[config.mk]
export PLATFORM = sky130hd
export DESIGN_NAME = ctrl_write_timer_flat
export DESIGN_NICKNAME = d
export VERILOG_FILES = /design/src/rtl/ddr_pkg.sv /design/src/rtl/ctrl_write_timer_if.sv /design/src/rtl/wr_cmd_fifo.sv /design/src/rtl/ctrl_write_timer.sv /design/src/flat_wrapper.sv
export SDC_FILE = /design/constraint.sdc
export NUM_CORES = 1
export LEC_CHECK = 0
export CAP_MARGIN = 15
export CELL_PAD_IN_SITES_DETAIL_PLACEMENT = 0
export CELL_PAD_IN_SITES_GLOBAL_PLACEMENT = 1
export CORE_MARGIN = 2
export CORE_UTILIZATION = 54
export DETAILED_ROUTE_END_ITERATION = 10
export GPL_TIMING_DRIVEN = 1
export PLACE_DENSITY = 0.95
export SLEW_MARGIN = 20
export SYNTH_ARGS = -nofsm -noshare
export SYNTH_HDL_FRONTEND = slang
export SYNTH_HIERARCHICAL = 1
export SYNTH_SLANG_ARGS = --single-unit
[constraint.sdc]
create_clock -name CK_t -period 10.95 [get_ports CK_t]
set_input_delay 3.285 -clock CK_t [delete_from_list [all_inputs] [get_ports CK_t]]
set_output_delay 3.285 -clock CK_t [all_outputs]
set_load 0.02 [all_outputs]
[src/rtl/ddr_pkg.sv]
// Shared DDR4 controller types used by the write-latency timer and its queue.
package ddr_pkg;

  localparam int WR_TS_W        = 8;
  localparam int WR_DATA_CYCLES = 4;

  typedef struct packed {
    logic [WR_TS_W-1:0] start;
    logic [1:0]         pre;
    logic [3:0]         bl;
  } wr_timer_entry_t;

  typedef enum logic [1:0] {
    IDLE,
    PRE,
    DATA
  } wr_timer_state_e;

endpackage

[src/rtl/ctrl_write_timer_if.sv]
// Scheduler-to-timer bus: WR command with its per-command config, timed write window back.
interface ctrl_write_timer_if #(
  parameter int DEPTH = 4
);

  logic                     wr_cmd;
  logic [4:0]               cfg_cwl;
  logic [4:0]               cfg_al;
  logic [3:0]               cfg_bl;
  logic [1:0]               cfg_wr_pre;
  logic                     wr_rdy;
  logic                     wr_pre_en;
  logic                     wr_data_en;
  logic                     wr_start;
  logic                     wr_done;
  logic [1:0]               data_cyc;
  logic [$clog2(DEPTH):0]   pend_cnt;
  logic                     err_ovf;
  logic                     err_tccd;

  modport master (
    output wr_cmd, cfg_cwl, cfg_al, cfg_bl, cfg_wr_pre,
    input  wr_rdy, wr_pre_en, wr_data_en, wr_start, wr_done, data_cyc,
           pend_cnt, err_ovf, err_tccd
  );

  modport slave (
    input  wr_cmd, cfg_cwl, cfg_al, cfg_bl, cfg_wr_pre,
    output wr_rdy, wr_pre_en, wr_data_en, wr_start, wr_done, data_cyc,
           pend_cnt, err_ovf, err_tccd
  );

endinterface

[src/rtl/wr_cmd_fifo.sv]
// Queue of outstanding write commands waiting for their launch time.
module wr_cmd_fifo
  import ddr_pkg::*;
#(
  parameter int DEPTH = 4
) (
  input  logic                   CK_t,
  input  logic                   reset_n,
  input  logic                   push,
  input  wr_timer_entry_t        push_data,
  input  logic                   pop,
  output wr_timer_entry_t        head,
  output logic                   full,
  output logic                   empty,
  output logic [$clog2(DEPTH):0] count
);

  localparam int AW = $clog2(DEPTH);

  wr_timer_entry_t mem [DEPTH];
  logic [AW-1:0]   wr_ptr;
  logic [AW-1:0]   rd_ptr;
  logic            do_push;
  logic            do_pop;

  // A pop on a full queue frees the slot for a push in the same cycle.
  assign do_pop  = pop && !empty;
  assign do_push = push && (!full || do_pop);
  assign full    = (count == (AW+1)'(DEPTH));
  assign empty   = (count == '0);
  assign head    = mem[rd_ptr];

  always_ff @(posedge CK_t) begin
    if (do_push) mem[wr_ptr] <= push_data;
  end

  always_ff @(posedge CK_t or negedge reset_n) begin
    if (!reset_n) begin
      wr_ptr <= '0;
      rd_ptr <= '0;
      count  <= '0;
    end else begin
      if (do_push) wr_ptr <= wr_ptr + AW'(1);
      if (do_pop)  rd_ptr <= rd_ptr + AW'(1);
      case ({do_push, do_pop})
        2'b10:   count <= count + (AW+1)'(1);
        2'b01:   count <= count - (AW+1)'(1);
        default: count <= count;
      endcase
    end
  end

endmodule

[src/rtl/ctrl_write_timer.sv]
// Write-latency timer: turns each WR command into a timed preamble + data window
// for the write-data driver, with per-burst start/done strobes.
module ctrl_write_timer
  import ddr_pkg::*;
#(
  parameter int DEPTH = 4,
  parameter int TS_W  = WR_TS_W
) (
  input logic               CK_t,
  input logic               reset_n,
  ctrl_write_timer_if.slave bus
);

  localparam int         CNT_W     = $clog2(DEPTH) + 1;
  localparam logic [1:0] LAST_DCYC = 2'(WR_DATA_CYCLES - 1);

  logic [TS_W-1:0]    ts;
  logic [TS_W-1:0]    ts_nx;
  wr_timer_entry_t    new_entry;
  wr_timer_entry_t    head;
  logic               fifo_full;
  logic               fifo_empty;
  logic [CNT_W-1:0]   fifo_count;
  logic               launch;
  logic               ovf;

  wr_timer_state_e    state;
  wr_timer_state_e    state_nx;
  logic [1:0]         pre_left;
  logic [1:0]         pre_left_nx;
  logic [1:0]         dcyc;
  logic [1:0]         dcyc_nx;
  logic               seam_pend;
  logic               seam_nx;
  logic [WR_TS_W-1:0] cur_last;
  logic [WR_TS_W-1:0] last_nx;
  logic               start_nx;
  logic               tccd_nx;

  assign ts_nx = ts + TS_W'(1);

  always_ff @(posedge CK_t or negedge reset_n) begin
    if (!reset_n) ts <= '0;
    else          ts <= ts_nx;
  end

  // Start time wraps with the timestamp; only equality is ever tested against it.
  assign new_entry = '{start: WR_TS_W'(ts + TS_W'(bus.cfg_al) + TS_W'(bus.cfg_cwl)),
                       pre:   bus.cfg_wr_pre,
                       bl:    bus.cfg_bl};

  // Decisions look one cycle ahead so the registered outputs appear exactly at ts == L.
  assign launch = !fifo_empty &&
                  (WR_TS_W'(ts_nx) == WR_TS_W'(head.start - WR_TS_W'(head.pre)));
  assign ovf    = bus.wr_cmd && fifo_full && !launch;

  wr_cmd_fifo #(.DEPTH(DEPTH)) u_fifo (
    .CK_t      (CK_t),
    .reset_n   (reset_n),
    .push      (bus.wr_cmd),
    .push_data (new_entry),
    .pop       (launch),
    .head      (head),
    .full      (fifo_full),
    .empty     (fifo_empty),
    .count     (fifo_count)
  );

  assign bus.pend_cnt = fifo_count;

  always_ff @(posedge CK_t or negedge reset_n) begin
    if (!reset_n) begin
      state     <= IDLE;
      pre_left  <= '0;
      dcyc      <= '0;
      seam_pend <= 1'b0;
      cur_last  <= '0;
    end else begin
      state     <= state_nx;
      pre_left  <= pre_left_nx;
      dcyc      <= dcyc_nx;
      seam_pend <= seam_nx;
      cur_last  <= last_nx;
    end
  end

  always_comb begin
    state_nx    = state;
    pre_left_nx = pre_left;
    dcyc_nx     = dcyc;
    seam_nx     = seam_pend;
    last_nx     = cur_last;
    start_nx    = 1'b0;
    tccd_nx     = 1'b0;

    case (state)
      PRE: begin
        if (pre_left <= 2'd1) begin
          state_nx = DATA;
          dcyc_nx  = '0;
        end else begin
          pre_left_nx = pre_left - 2'd1;
        end
      end
      DATA: begin
        if (dcyc == LAST_DCYC) begin
          if (seam_pend) begin
            dcyc_nx  = '0;
            seam_nx  = 1'b0;
            last_nx  = cur_last + WR_TS_W'(WR_DATA_CYCLES);
            start_nx = 1'b1;
          end else begin
            state_nx = IDLE;
          end
        end else begin
          dcyc_nx = dcyc + 2'd1;
        end
      end
      default: ;
    endcase

    // A launch only chains seamlessly when its data starts right after the current burst.
    if (launch) begin
      if (state_nx == IDLE) begin
        state_nx    = PRE;
        pre_left_nx = head.pre;
        last_nx     = head.start + WR_TS_W'(WR_DATA_CYCLES - 1);
        start_nx    = 1'b1;
      end else if (!seam_nx && (head.start == last_nx + WR_TS_W'(1))) begin
        seam_nx = 1'b1;
      end else begin
        tccd_nx = 1'b1;
      end
    end
  end

  always_ff @(posedge CK_t or negedge reset_n) begin
    if (!reset_n) begin
      bus.wr_rdy     <= 1'b0;
      bus.wr_pre_en  <= 1'b0;
      bus.wr_data_en <= 1'b0;
      bus.wr_start   <= 1'b0;
      bus.wr_done    <= 1'b0;
      bus.data_cyc   <= '0;
      bus.err_ovf    <= 1'b0;
      bus.err_tccd   <= 1'b0;
    end else begin
      bus.wr_rdy     <= (state_nx != IDLE);
      bus.wr_pre_en  <= (state_nx == PRE);
      bus.wr_data_en <= (state_nx == DATA);
      bus.wr_start   <= start_nx;
      bus.wr_done    <= (state_nx == DATA) && (dcyc_nx == LAST_DCYC);
      bus.data_cyc   <= (state_nx == DATA) ? dcyc_nx : 2'd0;
      bus.err_ovf    <= bus.err_ovf | ovf;
      bus.err_tccd   <= bus.err_tccd | tccd_nx;
    end
  end

endmodule
[src/flat_wrapper.sv]
// flat-port wrapper written by rule: the top's interface ports become plain ports
module ctrl_write_timer_flat import ddr_pkg::*;
#(
  parameter int DEPTH = 4,
  parameter int TS_W  = WR_TS_W
)
  (CK_t, reset_n, bus_wr_cmd, bus_cfg_cwl, bus_cfg_al, bus_cfg_bl, bus_cfg_wr_pre, bus_wr_rdy, bus_wr_pre_en, bus_wr_data_en, bus_wr_start, bus_wr_done, bus_data_cyc, bus_pend_cnt, bus_err_ovf, bus_err_tccd);
  ctrl_write_timer_if #(.DEPTH(DEPTH)) bus_i ();
  input logic CK_t;
  input logic reset_n;
  input wire logic [$bits(bus_i.wr_cmd)-1:0] bus_wr_cmd;
  input wire logic [$bits(bus_i.cfg_cwl)-1:0] bus_cfg_cwl;
  input wire logic [$bits(bus_i.cfg_al)-1:0] bus_cfg_al;
  input wire logic [$bits(bus_i.cfg_bl)-1:0] bus_cfg_bl;
  input wire logic [$bits(bus_i.cfg_wr_pre)-1:0] bus_cfg_wr_pre;
  output wire logic [$bits(bus_i.wr_rdy)-1:0] bus_wr_rdy;
  output wire logic [$bits(bus_i.wr_pre_en)-1:0] bus_wr_pre_en;
  output wire logic [$bits(bus_i.wr_data_en)-1:0] bus_wr_data_en;
  output wire logic [$bits(bus_i.wr_start)-1:0] bus_wr_start;
  output wire logic [$bits(bus_i.wr_done)-1:0] bus_wr_done;
  output wire logic [$bits(bus_i.data_cyc)-1:0] bus_data_cyc;
  output wire logic [$bits(bus_i.pend_cnt)-1:0] bus_pend_cnt;
  output wire logic [$bits(bus_i.err_ovf)-1:0] bus_err_ovf;
  output wire logic [$bits(bus_i.err_tccd)-1:0] bus_err_tccd;
  assign bus_i.wr_cmd = bus_wr_cmd;
  assign bus_i.cfg_cwl = bus_cfg_cwl;
  assign bus_i.cfg_al = bus_cfg_al;
  assign bus_i.cfg_bl = bus_cfg_bl;
  assign bus_i.cfg_wr_pre = bus_cfg_wr_pre;
  assign bus_wr_rdy = bus_i.wr_rdy;
  assign bus_wr_pre_en = bus_i.wr_pre_en;
  assign bus_wr_data_en = bus_i.wr_data_en;
  assign bus_wr_start = bus_i.wr_start;
  assign bus_wr_done = bus_i.wr_done;
  assign bus_data_cyc = bus_i.data_cyc;
  assign bus_pend_cnt = bus_i.pend_cnt;
  assign bus_err_ovf = bus_i.err_ovf;
  assign bus_err_tccd = bus_i.err_tccd;
  ctrl_write_timer #(.DEPTH(DEPTH), .TS_W(TS_W)) u_core (.CK_t(CK_t), .reset_n(reset_n), .bus(bus_i));
endmodule
==> flow_metrics.py, run 1 <==
metrics = {
    "cts": {
        "cts.sinks": 79,
        "hold_buffers": 0,
        "clockRootBuffer": "clkbuf_8",
        "ctsResizeCount": 0,
        "cts_tree": "built",
        "clock_latency_ns": 0.35,
        "h-tree-depth": 3,
        "cts_max_path_buffers": 2,
        "cts_made_buffers": 9,
        "clk_pin_slew_ns": 0.08,
        "cts_setup_buffers": 0,
    },
    "routing": {
        "ant_nets": 0,
        "vias": 2755,
        "drtPass1Iterations": 4,
        "vias_per_cell": 5.59,
        "wl_per_cell_um": 16.2,
        "drc_errors": 0,
        "drt_iter0_markers": 125,
        "wl_um": 7990,
    },
    "global_routing": {
        "track_usage": 0.198,
        "grt_pass1_wl_um": 13500,
        "grt_max_degree": 40,
        "grt_pass1_vias": 2815,
        "grt-ovfl-total": 0,
        "antenna_found_initial": 0,
    },
    "critical_path": {
        "r2r-start": "u_core/u_fifo/rd_ptr[0]",
        "end_kind": "register",
        "cpMaxStageDelayCell": "clkdlybuf4s50_1",
        "ff2ff_setup_slack_ns": 5.77,
        "critPathMostFrequentCell": "inv_1",
        "criticalPathCategory": "input pin to register",
        "cp_max_fo": 4,
        "critPathLaunch": "bus_cfg_cwl[0]",
        "critPathCapture": "u_core/u_fifo/mem[1][13]",
        "path_depth": 13,
        "max_stage_delay_ns": 0.45,
        "cp.required_ns": 11.10,
        "rr_endpoint": "u_core/u_fifo/count[2]",
        "reg2reg_depth": 17,
        "arrival_ns": 5.80,
        "crit_family": "adder cells",
        "path_cells": "clkdlybuf4s50_1 -> inv_1 -> fa_1 -> inv_1 -> ha_1 -> inv_1 -> fa_1 -> inv_1 -> a21oi_1 -> o21ai_0 -> a21o_1 -> nand2_1 -> xnor2_1",
        "cp_num_buf_inv": 5,
        "startpoint_type": "input pin",
    },
    "timing": {
        "setup_tns_ns": 0,
        "rsz0062_at_grt": "no",
        "finalHoldViolations": 0,
        "setup_viol": 0,
        "fmax_mhz": 177,
        "slew-limit-headroom": 0.381,
        "hold_ws_ns": 0.479,
        "post-route-period-util": 0.516,
        "worst_pin_slew_ns": 0.928,
        "skew_ns": 0.00771,
        "fin_crit_ns": 5.66,
        "drv_slew": 0,
    },
    "final_layout": {
        "final_net_count": 430,
        "fillers": 626,
        "drive_gt1_frac": 0.124,
        "final_core_util": 0.612,
        "n_antenna_cell": 0,
        "area_growth_syn_to_layout_pct": 11.0,
    },
    "placed_design": {
        "place_hpwl_um": 5790,
        "place_congestion": 0.798,
        "io_buffers": 26,
    },
    "pwr": {
        "p_leak_nw": 1.99,
        "ir_drop_mv": 0.110,
        "powerDensity_mw_per_mm2": 206,
    },
    "floorplanning": {
        "die_x_um": 95.4,
        "start_util": 0.552,
        "io_pins": 31,
        "die_area_mm2": 0.00910,
        "rows": 33,
        "die_h_um": 95.4,
        "coreArea_mm2": 0.00818,
    },
    "synthesis": {
        "ys_warn_count": 6,
        "synth_nets": 404,
        "syn_inst": 357,
        "synth.cell_area_mm2": 0.00451,
        "syn_area_per_cell_um2": 12.6,
    },
    "run_status": {
        "status": "finished, final reports clean",
    },
    "worst_hold_path": {
        "holdPathStages": 1,
        "hold_path_class": "register to register",
    },
    "job": {
        "drv_cap": 0,
    },
}
==> per-stage QoR <==
stage | cell area (µm²) | total power [W] | worst slack (ns) | std cells
6_report | 5010 | 0.00103 | 5.29 | 493
5_1_grt | 5010 | 0.00110 | 5.09 | 493
4_1_cts | 5010 | 0.00104 | 5.27 | 493
3_5_place_dp | 4830 | 0.000844 | 4.90 | 477
3_3_place_gp | 4830 | 0.000826 | 4.96 | 477
2_1_floorplan | 4510 | 0.000743 | 5.60 | 357
==> state kept, by name, summed over array words and instances, names as in the netlist, 3 cells and up <==
signal,flops
u_core/u_fifo/count,3
u_core/u_fifo/mem,40
u_core/cur_last,8
u_core/ts,8
==> how the worst min path moves through the flow <==
stage | slack [ns] | from | to
after global placement | 0.45 | u_core/bus.err_ovf | u_core/bus.err_ovf
after detailed placement | 0.46 | u_core/bus.err_ovf | u_core/bus.err_ovf
after floorplan | 0.50 | u_core/dcyc[0] | u_core/dcyc[0]
after CTS | 0.49 | u_core/bus.err_ovf | u_core/bus.err_ovf
after global routing | 0.52 | u_core/bus.err_ovf | u_core/bus.err_ovf
final | 0.48 | u_core/bus.err_ovf | u_core/bus.err_ovf
==> worst reg2reg max path, cell delays in order (launching register included) <==
cell	delay, ns
dfrtp_1	0.84
mux4_2	0.68
inv_1	0.13
ha_1	0.18
fa_1	0.45
xnor2_1	0.14
a21oi_1	0.12
o211ai_1	0.14
nor3_1	0.22
nand2_1	0.07
a211o_1	0.39
inv_1	0.28
o31a_1	0.28
or2b_1	0.27
fa_1	0.38
nand2b_1	0.16
o32ai_2	0.23
xor2_1	0.17
==> report_power, final <==
group          switching, W  internal, W  leakage (nW)
Combinational      0.000223     0.000191          1.04
Clock              0.000111    0.0000839        0.0824
Sequential        0.0000471     0.000376         0.874
==> final cells by class <==
cell class | instances | area, µm² | area share
inverter | 32 | 120 | 0.0240
clock buffer | 9 | 124 | 0.0247
multi-input combinational | 235 | 2140 | 0.428
tap | 105 | 131 | 0.0262
clock inverter | 7 | 55.1 | 0.0110
sequential | 79 | 2180 | 0.435
timing repair buffer | 26 | 255 | 0.0510
==> per-layer routing <==
layer	wire length (µm)	up-vias	global-route usage
li1	-	1337	-
met1	3850	1364	0.271
met2	3820	42	0.324
met3	191	12	0.0379
met4	124	0	0.0607
met5	0	-	0
==> cell usage in the layout (no fill, tap or decap), types with 8 or more instances in the layout <==
cell type         n
xnor2_1          25
ha_1             20
nand3_1          10
nor2_1           11
mux2i_1          13
mux4_2           10
edfxtp_1         40
xor2_1           17
a21oi_1          11
clkbuf_8          9
o21ai_0          11
fa_1              8
inv_1            32
dfrtp_1          39
nand2_1          13
clkdlybuf4s50_1  25
Note: power is estimated with default switching activity, not from simulation.
==> inputs of run 2 (changes only) <==
Settings changed: CORE_UTILIZATION 54 to 50, PLACE_DENSITY 0.95 to 0.92.
Clock period 10.95 ns to 5.9 ns, I/O delays scaled along.
==> flow_metrics.py, run 2 (synthesized netlist as in run 1, its figures left out) <==
metrics = {
    "critical_path": {
        "cp_max_fo": 11,
        "criticalPathCategory": "register to register",
        "arrival_ns": 5.07,
        "cp.required_ns": 6.18,
        "end_kind": "register",
        "startpoint_type": "register",
    },
    "pwr": {
        "ir_drop_mv": 0.183,
        "p_leak_nw": 2.00,
        "powerDensity_mw_per_mm2": 389,
    },
    "cts": {
        "cts_max_path_buffers": 2,
        "hold_buffers": 0,
        "clock_latency_ns": 0.36,
        "cts.sinks": 79,
        "clk_pin_slew_ns": 0.08,
        "cts_setup_buffers": 0,
        "h-tree-depth": 3,
        "ctsResizeCount": 0,
        "cts_made_buffers": 9,
        "cts_tree": "built",
        "clockRootBuffer": "clkbuf_8",
    },
    "worst_hold_path": {
        "hold_path_class": "register to register",
    },
    "final_layout": {
        "seq_area_mm2": 0.00218,
        "largest-register": "u_core/u_fifo/mem",
        "area_growth_syn_to_layout_pct": 11.5,
        "n_antenna_cell": 0,
        "reg_top3": "u_core/u_fifo/mem: 40 flops, u_core/cur_last: 8 flops, u_core/ts: 8 flops",
        "mostFrequentLayoutCells": "40 x edfxtp_1, 39 x dfrtp_1, 32 x inv_1",
        "fillers": 687,
        "final_net_count": 431,
        "multi_input_comb_area_mm2": 0.00214,
        "final_common_cell": "edfxtp_1",
        "largest_reg_flops": 40,
        "drive_gt1_frac": 0.118,
    },
    "global_routing": {
        "met2_usage": 0.315,
        "grt_pass1_vias": 2931,
        "grt_max_degree": 40,
        "antenna_found_initial": 0,
        "track_usage": 0.187,
        "grt_use_met1": 0.237,
        "grt_most_used_layer": "met2",
        "grt-ovfl-total": 0,
        "grtUsageMet3": 0.0418,
        "grt_pass1_wl_um": 14200,
    },
    "routing": {
        "vias_per_cell": 5.63,
        "drc_errors": 0,
        "ant_nets": 0,
        "drt_iter0_markers": 133,
        "wl_um": 8380,
        "wl_per_cell_um": 16.9,
        "drtPass1Iterations": 4,
        "vias": 2800,
    },
    "timing": {
        "finalHoldViolations": 0,
        "slew-limit-headroom": 0.373,
        "setup_viol": 0,
        "fin_crit_ns": 4.78,
        "skew_ns": 0.0135,
        "worst_pin_slew_ns": 0.940,
        "post-route-period-util": 0.811,
        "fmax_mhz": 209,
        "hold_ws_ns": 0.470,
        "setup_tns_ns": 0,
        "drv_slew": 0,
        "rsz0062_at_grt": "no",
    },
    "floorplanning": {
        "die_h_um": 99.0,
        "die_area_mm2": 0.00980,
        "coreArea_mm2": 0.00872,
        "io_pins": 31,
        "rows": 34,
        "die_x_um": 99.0,
        "start_util": 0.517,
    },
    "placed_design": {
        "io_buffers": 26,
        "place_congestion": 0.858,
        "place_hpwl_um": 6070,
    },
    "run_status": {
        "status": "finished, final reports clean",
    },
    "job": {
        "drv_cap": 0,
    },
}
-- run 2: cell types whose count changed in the layout (fill, tap and decap cells not counted) --
| cell | change |
|---|---|
| clkinv_1 | +2 |
| inv_6 | -2 |
| buf_4 | +1 |
| bufinv_16 | +1 |
| clkbuf_1 | +1 |
| clkinv_4 | -1 |
| clkinvlp_2 | -1 |
-- run 2: critical path, stage by stage, from the launching register on --
cell and delay, ns:
dfrtp_1 0.71, mux4_2 0.46, inv_1 0.14, ha_1 0.18, fa_1 0.44, xnor2_1 0.15
a21oi_1 0.13, o211ai_1 0.12, nor3_1 0.20, nand2_1 0.08, a211o_1 0.38, inv_1 0.25
o31a_1 0.29, or2b_1 0.26, fa_1 0.38, nand2b_1 0.17, o32ai_2 0.22, xor2_1 0.15
-- run 2: layout make-up --
cell class,count,area share
inverters,32,0.0239
multi-input cells,235,0.426
clock inverters,6,0.0122
flip-flops and latches,79,0.433
repair buffers,27,0.0523
well taps,108,0.0269
clock buffers,10,0.0254
-- run 2: final timing paths --
kind,startpoint,endpoint,slack [ns],depth (start not counted)
worst min-delay path,u_core/bus.err_tccd,u_core/bus.err_tccd,0.47,2
min in group asynchronous,reset_n,u_core/bus.wr_start,1.55,1
max in group asynchronous,reset_n,u_core/state[0],3.77,1
worst min register to register,u_core/bus.err_tccd,u_core/bus.err_tccd,0.47,2
worst max-delay path,u_core/u_fifo/rd_ptr[1],u_core/u_fifo/count[2],1.12,17
worst max register to register,u_core/u_fifo/rd_ptr[1],u_core/u_fifo/count[2],1.12,17
-- run 2: stage by stage --
step                instance area (µm²)  total power, W  worst slack [ns]   util  std cells
floorplan                          4510         0.00138              1.47      -        357
global placement                   4840         0.00153              1.21  0.555        481
detailed placement                 4840         0.00157              1.14  0.555        481
CTS                                5030         0.00196              1.12  0.576        497
global route                       5030         0.00208             0.698  0.576        497
finish                             5030         0.00196              1.12  0.576        497
-- run 2: report_power, final --
group	leakage [nW]	internal, W	total, W	switching [W]
sequential	0.874	0.000699	0.000774	0.0000752
clock	0.0876	0.000193	0.000393	0.000200
combinational	1.04	0.000359	0.000789	0.000430
-- run 2: layer usage --
metal | part of all wire | vias to the layer above
li1 | - | 1338
met1 | 0.44 | 1370
met2 | 0.49 | 77
met3 | 0.045 | 15
met4 | 0.024 | 0
met5 | 0 | -
==> inputs of run 3 (changes only) <==
Clock period 5.9 ns to 4.51 ns, I/O delays scaled along.
==> flow_metrics.py, run 3 (synthesized netlist as in run 1, its figures left out) <==
metrics = {
    "global_routing": {
        "grt_pass1_wl_um": 13800,
        "track_usage": 0.183,
        "grt_pass1_vias": 2852,
        "grt-ovfl-total": 0,
        "antenna_found_initial": 0,
        "grt_max_degree": 40,
    },
    "critical_path": {
        "arrival_ns": 4.50,
        "cp_max_fo": 5,
        "startpoint_type": "register",
        "end_kind": "register",
        "criticalPathCategory": "register to register",
        "cp.required_ns": 4.78,
    },
    "final_layout": {
        "final_common_cell": "edfxtp_1",
        "final_net_count": 446,
        "reg_top3": "u_core/u_fifo/mem: 40 flops, u_core/cur_last: 8 flops, u_core/ts: 8 flops",
        "drive_gt1_frac": 0.163,
        "largest-register": "u_core/u_fifo/mem",
        "mostFrequentLayoutCells": "40 x edfxtp_1, 38 x dfrtp_1, 31 x inv_1",
        "area_growth_syn_to_layout_pct": 13.8,
        "largest_reg_flops": 40,
        "n_antenna_cell": 0,
    },
    "worst_hold_path": {
        "hold_path_class": "register to register",
    },
    "routing": {
        "wl_per_cell_um": 16.3,
        "vias": 2865,
        "ant_nets": 0,
        "drc_errors": 0,
        "drt_iter0_markers": 155,
        "wl_um": 8330,
        "vias_per_cell": 5.60,
        "drtPass1Iterations": 4,
    },
    "timing": {
        "setup_viol": 0,
        "setup_tns_ns": 0,
        "post-route-period-util": 0.938,
        "fin_crit_ns": 4.23,
        "drv_slew": 0,
        "skew_ns": 0.00972,
        "finalHoldViolations": 0,
        "fmax_mhz": 236,
        "worst_pin_slew_ns": 0.912,
        "slew-limit-headroom": 0.392,
        "hold_ws_ns": 0.479,
    },
    "job": {
        "drv_cap": 0,
    },
    "floorplanning": {
        "start_util": 0.517,
        "rows": 34,
        "die_x_um": 99.0,
        "die_area_mm2": 0.00980,
        "die_h_um": 99.0,
        "io_pins": 31,
        "coreArea_mm2": 0.00872,
    },
    "cts": {
        "cts_max_path_buffers": 2,
        "h-tree-depth": 3,
        "clk_pin_slew_ns": 0.09,
        "cts_made_buffers": 9,
        "clock_latency_ns": 0.35,
        "cts.sinks": 79,
        "cts_tree": "built",
        "clockRootBuffer": "clkbuf_8",
        "hold_buffers": 0,
    },
    "placed_design": {
        "io_buffers": 26,
        "place_congestion": 0.781,
        "place_hpwl_um": 6040,
    },
    "run_status": {
        "status": "finished, final reports clean",
    },
    "pwr": {
        "powerDensity_mw_per_mm2": 501,
        "total_power_w": 0.00257,
        "ir_drop_mv": 0.253,
        "p_leak_nw": 2.08,
    },
}
## run 3: cell count changes in the layout (fill, tap and decap cells not counted), sizes merged
cell      change
inv           +2
clkinvlp      -2
clkinv        +1
bufinv        -1
buf          +15
## run 3: timing repair
action                     CTS  global route
gates cloned                 0             0
setup endpoints to repair    1             2
resized for setup            1             3
pin swaps                    0             1
setup buffers                0             6
## run 3: layer usage
metal  wire length (µm)  track usage  share of wire
met5                  0            0              0
met4                113       0.0622          0.014
met3                356       0.0348          0.043
met2               4250        0.312           0.51
met1               3610        0.236           0.43
## run 3: layout make-up
class	instances	area, µm²
multi-input cells	235	2150
clock inverters	6	43.8
well taps	108	135
repair buffers	42	375
flip-flops and latches	79	2180
fillers	673	3590
inverters	32	120
clock buffers	10	128
## run 3: worst paths after layout
path	from	end	slack [ns]	cells past startpoint
max in group asynchronous	reset_n	u_core/u_fifo/rd_ptr[0]	2.77	1
min in group asynchronous	reset_n	u_core/bus.wr_start	1.11	1
worst min register to register	u_core/bus.err_ovf	u_core/bus.err_ovf	0.48	1
worst min-delay path	u_core/bus.err_ovf	u_core/bus.err_ovf	0.48	1
worst max-delay path	u_core/u_fifo/rd_ptr[0]	u_core/u_fifo/count[2]	0.28	17
worst max register to register	u_core/u_fifo/rd_ptr[0]	u_core/u_fifo/count[2]	0.28	17
## run 3: where the power goes
part | internal (W) | total [W] | switching [W] | leakage (nW)
logic | 0.000518 | 0.00109 | 0.000576 | 1.12
registers | 0.000915 | 0.00101 | 0.0000940 | 0.873
clock network | 0.000203 | 0.000469 | 0.000266 | 0.0887
total | 0.00164 | 0.00257 | 0.000937 | 2.08
## run 3: per-stage QoR
step / std cells / area [µm²] / setup slack, ns / utilization
floorplan: 357 / 4510 / 0.0827 / -
global placement: 490 / 4910 / 0.223 / 0.563
detailed placement: 490 / 4910 / 0.0421 / 0.563
CTS: 506 / 5080 / 0.0942 / 0.582
global route: 512 / 5130 / -0.00903 / 0.588
finish: 512 / 5130 / 0.279 / 0.588
## run 3: worst max-delay path, cell delays in order (launching register included)
cell,delay (ns)
dfrtp_2,0.44
mux4_2,0.58
inv_2,0.10
ha_2,0.20
fa_1,0.44
xnor2_1,0.15
a21oi_1,0.12
o211ai_1,0.14
nor3_2,0.18
nand2_1,0.08
a211o_1,0.30
inv_1,0.08
o31a_1,0.15
or2b_1,0.24
fa_1,0.37
nand2b_1,0.17
o32ai_2,0.23
xor2_1,0.19
